<file path="src/rtl/sc_tx_port_arb_n.sv">
// TX port arbiter: grants one of N requesters exclusive use of the shared
// SIE TX write port (fixed or round-robin priority, optional hold timeout).
module sc_tx_port_arb_n #(
  parameter int N        = 2,
  parameter int DW       = 8,
  parameter int CW       = 8,
  parameter int RR       = 0,
  parameter int MAX_HOLD = 0
) (
  input  logic                  clk,
  input  logic                  rst,
  input  logic [N-1:0]          req,
  input  logic [N-1:0]          wen_in,
  input  logic [N*DW-1:0]       data_in,
  input  logic [N*CW-1:0]       cntl_in,
  output logic [N-1:0]          gnt,
  output logic [$clog2(N)-1:0]  gnt_idx,
  output logic                  port_wen,
  output logic [DW-1:0]         port_data,
  output logic [CW-1:0]         port_cntl,
  input  logic                  port_rdy_in,
  output logic [N-1:0]          rdy_out,
  output logic                  timeout
);

  localparam int IW   = $clog2(N);
  localparam int CNTW = (MAX_HOLD > 0) ? $clog2(MAX_HOLD + 1) : 1;
  localparam logic [CNTW-1:0] HOLD_LAST = CNTW'((MAX_HOLD > 0) ? MAX_HOLD - 1 : 0);

  typedef enum logic [1:0] {INIT, IDLE, GRANT} state_t;

  state_t          state;
  logic [N-1:0]    mask;
  logic [N-1:0]    elig;
  logic [CNTW-1:0] hold_cnt;
  logic [IW-1:0]   win;
  logic [IW-1:0]   cand;
  logic [N-1:0]    win_oh;
  logic            win_vld;

  assign elig = req & ~mask;

  // Round-robin scans from the slot after the last grantee, wrapping modulo N.
  always_comb begin
    win     = '0;
    win_oh  = '0;
    win_vld = 1'b0;
    cand    = '0;
    for (int unsigned k = 0; k < N; k++) begin
      if (RR != 0) cand = IW'((32'(gnt_idx) + k + 1) % N);
      else         cand = IW'(k);
      if (!win_vld && elig[cand]) begin
        win_vld      = 1'b1;
        win          = cand;
        win_oh       = '0;
        win_oh[cand] = 1'b1;
      end
    end
  end

  always_ff @(posedge clk or negedge rst) begin
    if (!rst) begin
      state    <= INIT;
      gnt      <= '0;
      gnt_idx  <= IW'(N - 1);
      timeout  <= 1'b0;
      mask     <= '0;
      hold_cnt <= '0;
    end else begin
      timeout <= 1'b0;
      mask    <= mask & req;
      case (state)
        INIT: state <= IDLE;
        IDLE: begin
          if (win_vld) begin
            gnt      <= win_oh;
            gnt_idx  <= win;
            hold_cnt <= '0;
            state    <= GRANT;
          end
        end
        GRANT: begin
          // A dropped request wins over a coincident timeout: no pulse, no mask.
          if (!req[gnt_idx]) begin
            gnt   <= '0;
            state <= IDLE;
          end else if ((MAX_HOLD > 0) && (hold_cnt == HOLD_LAST)) begin
            gnt           <= '0;
            mask[gnt_idx] <= 1'b1;
            timeout       <= 1'b1;
            state         <= IDLE;
          end else begin
            hold_cnt <= hold_cnt + 1'b1;
          end
        end
        default: begin
          gnt   <= '0;
          state <= IDLE;
        end
      endcase
    end
  end

  always_comb begin
    port_wen  = 1'b0;
    port_data = '0;
    port_cntl = '0;
    for (int unsigned i = 0; i < N; i++) begin
      if ((|gnt) && (gnt_idx == IW'(i))) begin
        port_wen  = wen_in[i];
        port_data = data_in[i*DW +: DW];
        port_cntl = cntl_in[i*CW +: CW];
      end
    end
  end

  assign rdy_out = gnt & {N{port_rdy_in}};

endmodule

</file>
<file path="config.mk">
export PLATFORM = sky130hd
export DESIGN_NAME = sc_tx_port_arb_n
export DESIGN_NICKNAME = d
export VERILOG_FILES = /design/src/rtl/sc_tx_port_arb_n.sv
export SDC_FILE = /design/constraint.sdc
export NUM_CORES = 1
export LEC_CHECK = 0
export BUFFER_PORTS_ARGS = -buffer_cell sky130_fd_sc_hd__buf_2
export CAP_MARGIN = 20
export CORE_MARGIN = 5
export CORE_UTILIZATION = 32
export CTS_CLUSTER_SIZE = 30
export DETAILED_ROUTE_END_ITERATION = 8
export GPL_ROUTABILITY_DRIVEN = 0
export PLACE_DENSITY = 0.78
export SLEW_MARGIN = 15
export SYNTH_ARGS = -nofsm -noshare
export SYNTH_HDL_FRONTEND = slang
export SYNTH_SLANG_ARGS = --single-unit
export TNS_END_PERCENT = 30
</file>
<file path="constraint.sdc">
create_clock -name clk -period 1.9 [get_ports clk]
set_clock_uncertainty 0.15 [all_clocks]
set_input_delay 0.095 -clock clk [delete_from_list [all_inputs] [get_ports clk]]
set_output_delay 0.095 -clock clk [all_outputs]
set_load 0.005 [all_outputs]
</file>
## Word level (Yosys, flattened, before mapping)

Index checks and enable logic that the tools add are counted.

- Register bits after elaboration: 7
- Bits of input ports: 39
- Word-level logic and storage cells: 43

- $lt $le $gt $ge: 1
- Equality and inequality tests: 4
- Multiplexer cells: 19
- Bitwise logic cells: 6
- Reductions and logical operators: 9

Operators with widths:

| operator | number |
|---|---|
| 8-bit two-way mux | 4 |
| 2-bit two-way mux | 5 |
| 1-bit two-way mux | 8 |
| 2-bit AND | 3 |
| 2-bit one-hot mux with 3 select lines | 1 |
| 2-bit inequality test (second input constant) | 2 |
| 2-bit one-hot mux with 2 select lines | 1 |
| 2-bit AND reduction | 2 |
| 1-bit logical AND | 3 |
| 3-bit AND reduction | 1 |
| 2-bit by 1-bit equality test with 1-bit output (second input constant) | 1 |
| 2-bit equality test (second input constant) | 1 |
| 2-bit logical NOT | 1 |
| 1-bit by 2-bit less-than comparator with 1-bit output (second input constant) | 1 |
| 1-bit NOT | 2 |
| 2-bit NOT | 1 |
| 2-bit OR reduction | 1 |
| 1-bit logical NOT | 1 |

## Logic depth before layout (Yosys ltp)

- Depth after elaboration: 8
- Mapped depth: 5

## Worst setup path before layout

Ideal clock, no wire load.

- Path type: register to register
- From: reg gnt_idx
- To: reg gnt[0]
- Library setup time: 0.124 ns
- Data arrival time: 1.123 ns
- Setup slack: 0.503 ns
- Stages on the path, launching flop included: 4
- Buffers on the path: 0
- Clock period less this slack: 1.397 ns
- Cells stage by stage: dfstp_2 mux2i_1 nor3b_2 a211o_1

- Longest elaborated chain between the ends: 4

Ends and longest elaborated chain:

| item | RTL line | RTL |
|---|---|---|
| from (decl) | 17 | `output logic [$clog2(N)-1:0] gnt_idx,` |
| from (signal assigned) | 65 | `gnt_idx <= IW'(N - 1);` |
| from (signal assigned) | 77 | `gnt_idx <= win;` |
| 1-bit two-way mux (not written as such) (2 in a row) | 84 | `if (!req[gnt_idx]) begin` |
| 2-bit inequality test (no source line) | - |  |
| 3-bit AND reduction (no source line) | - |  |
| to (signal assigned) | 76 | `gnt <= win_oh;` |
| to (decl) | 16 | `output logic [N-1:0] gnt,` |

No other way between the ends. The select of a mux whose other input is x is not followed.
A chain may end at the register's enable or synchronous reset.

## Worst setup path in the final report

- From: reg gnt_idx
- To: out port_cntl[0]

- Longest elaborated chain between the ends: 4

Ends and longest elaborated chain:

| item | RTL line | RTL |
|---|---|---|
| 1-bit NOT | 109 | `if ((\|gnt) && (gnt_idx == IW'(i))) begin` |
| 1-bit logical AND | 109 |  |
| 8-bit two-way mux | 109 |  |
| 8-bit two-way mux * | 109 |  |
| to (decl) | 20 | `output logic [CW-1:0] port_cntl,` |

Mark *: on every way between the ends. The rest lies on a longest branch, timed or not.

==> summary.txt <==
Timing
  • Tcrit/Tclk final: 90.65%
  • Setup_tns: 0 ps
  • Fin crit period: roughly 1700 ps
  • Hold Vio Cnt, Final: 0
  • Fmax: 580.6 MHz
  • Max Slew Vio Count: 0
  • Final setup viols: 0
  • RSZ-0062 raised after global routing: no

Die
  • I/O pins: 62
  • Rows: 14
  • Core footprint: roughly 0.0015 mm^2
  • Die extent in x: around 50 um
  • Die H: around 50 um
  • Starting Density: 34.40%
  • Die ar.: roughly 0.0025 mm^2

Synth
  • #FFs+latches synth: 7
  • Simple-gate area share of the yosys netlist: approximately a fifth
  • Avg Synthesized Cell Area: between 9 and 10 um^2
  • Ranking of synthesized cells by area: dfrtp_1, a22o_1, dfstp_2, and2_1, buf_4
  • Yosys top cell area share: approximately 29%
  • Post-synthesis xor/xnor area fraction: 0%
  • Yosys warnings: 0
  • Post-Synth Adder-Cell Area: 0%
  • Largest family of logic cells by synthesized area: compound AO/OA/AOI/OAI gates
  • Mux cell area share after synthesis: ~1.9%
  • Gate Count Post-Synth: 54
  • Syn_nets: 93
  • Synth Area in Compound Gates: ~38%
  • Synth unique cells: 25
  • Synth area leader: dfrtp_1
  • Synth Cell Area: 524.3 um^2
  • Sequential element share of the synthesized area: 33.65%

Critical path
  • R2r endpoint: gnt[0]
  • Crit. End Element: output port
  • Crit-path slowest cell: dfstp_2
  • Worst R2R Setup Slack: ~440 ps
  • Crit path launch type: flip-flop
  • Critical path's largest stage delay: between 500 and 600 ps
  • Worst EP required: between 1500 and 2000 ps
  • Arr. time, crit path: roughly 1500 ps
  • Critical path cell sequence: nor2b_1, buf_4, a22o_1, buf_2
  • Crit-path max FO: 17
  • Reg2reg start: gnt_idx
  • Kind of critical path: reg -> out
  • Critical Path Source: gnt_idx
  • Cells on worst reg2reg path: 3

Final layout
  • Synth-to-layout area growth: 68.26%
  • Layout cells sized above 1: between 50% and 60%
  • Final Instance Count excl. Fillers: 134
  • Ant diodes: 0
  • Fin nets: ~160

Global routing
  • First-pass GRT wire length: about 3000 um
  • Largest net degree at the start of global routing: 18
  • Initial antenna violation count: 0
  • GRT overflow: 0
  • Vias in the first global route: about 700
  • GRT Util Overall: 15.06%

Route
  • Drt via density: 5.007
  • Routed WL: 1892 um
  • Routed vias: between 600 and 700
  • DRC violations left: 0
  • WL/cell: roughly 14 um
  • DRT Pass-1 Iters: 4
  • DRT antenna net count: 0
  • Iteration-0 DRC Markers: 13

Clock tree
  • CTS tree: built
  • CTS Buf Count: 3
  • Clk sinks: 7
  • Root Driver: clkbuf_4
  • Worst skew pair latency: approximately 250 ps
  • Setup bufs post-CTS: 0
  • H-tree levels: 1
  • Clock slew at reported path FFs: about 50 ps
  • CTS Buffer Depth: 2

Power
  • Leak Pwr: approximately 0.52 nW
  • Pwr/cell area: around 1300 mW/mm^2
  • VDD IR-drop max: roughly 0.74 mV

Place
  • Placed Cells incl. Taps: approximately 130
  • I/O Buffers: 60
  • Post-DP HPWL: around 1600 um

Status
  • Outcome: complete, no violations

Hold path
  • Hold Path Class: in -> async

Run
  • Max_cap viols: 0
-- registers in the layout, indices dropped and copies added, names as in the netlist --
| register | flops |
|---|---|
| mask | 2 |
| state | 2 |
| gnt | 2 |
| gnt_idx | 1 |
-- power by group --
group	internal, W	switching [W]
sequential	0.000209	0.0000698
combinational	0.000419	0.000352
clock	0.0000800	0.0000532
total	0.000708	0.000475
-- Yosys cell counts --
cell type	instances
nor3b_2	1
a22oi_1	1
a21o_1	1
conb_1	1
buf_2	1
buf_6	1
and3b_1	1
nor2_1	3
a31oi_1	1
a22o_1	17
buf_4	2
nand2b_1	1
dfrtp_1	6
and2_1	3
a211o_1	1
nor2b_1	2
a21oi_1	1
inv_1	2
nor3b_1	1
nand3b_1	1
o21ai_0	1
dfstp_2	1
o2bb2ai_1	1
mux2i_1	1
nor2_2	2
-- layer usage --
layer / vias up / wire, um / track usage [%]
met2: 42 / 924 / 25.83
met1: 293 / 621 / 14.59
met4: 0 / 13 / 6.383
met5: - / 0 / 0
met3: 2 / 333 / 8.580
li1: 334 / - / -
-- final cells by class --
cell class | instances | area (um^2)
Clock buffer | 4 | 26.28
Fill cell | 157 | 641.9
Tap cell | 16 | 20.02
Multi-Input combinational cell | 41 | 314.1
Sequential cell | 7 | 176.4
Timing Repair Buffer | 64 | 337.8
Inverter | 2 | 7.507
-- worst max-delay path, delay by kind of cell, from the launching register on --
kind	cells	cell delay, ps
simple gates	1	150
buf+inv	2	330
compound gates	1	150
flops	1	590
-- worst max path at each step --
stage / depth (start not counted) / end
detailed placement: 4 / port_wen
CTS: 4 / port_wen
global placement: 4 / port_cntl[0]
floorplan: 3 / gnt[0]
global route: 4 / port_cntl[0]
finish: 4 / port_cntl[0]
-- through the flow --
step / setup WS [ps] / hold slack (ps) / util [%] / total power (W) / area (um^2)
after floorplan: 503.0 / -350.6 / - / 0.0007502 / 524.3
after global placement: 385.5 / -215.0 / 53.86 / 0.001025 / 820.8
after detailed placement: 349.0 / -212.1 / 53.86 / 0.001040 / 820.8
after CTS: 73.56 / 49.20 / 57.55 / 0.001184 / 877.1
after global routing: 83.94 / 45.53 / 57.88 / 0.001302 / 882.1
final: 177.7 / 51.23 / 57.88 / 0.001183 / 882.1
-- logic make-up after synthesis --
logic type | after synthesis
AO/OA/AOI/OAI | 24
buffers and inverters | 6
flip-flops | 7
multiplexers | 1
other | 1
AND/OR/NAND/NOR | 15
-- timing repair --
action	4_1_cts	5_1_grt
endpoints found under the hold margin	10	0
endpoints found under the setup margin	0	17
hold buffers	3	0
resized for setup	0	1
-- placed cells by master, fill, tap and decap left out, drive strengths merged, types with 2 or more instances in the layout --
cell         count
buf             61
a22o            17
dfrtp            6
nor2             5
clkbuf           4
and2             3
dlygate4sd3      3
nor2b            2
inv              2
nor3b            2
No activity file was read; power rests on OpenSTA's default activity.
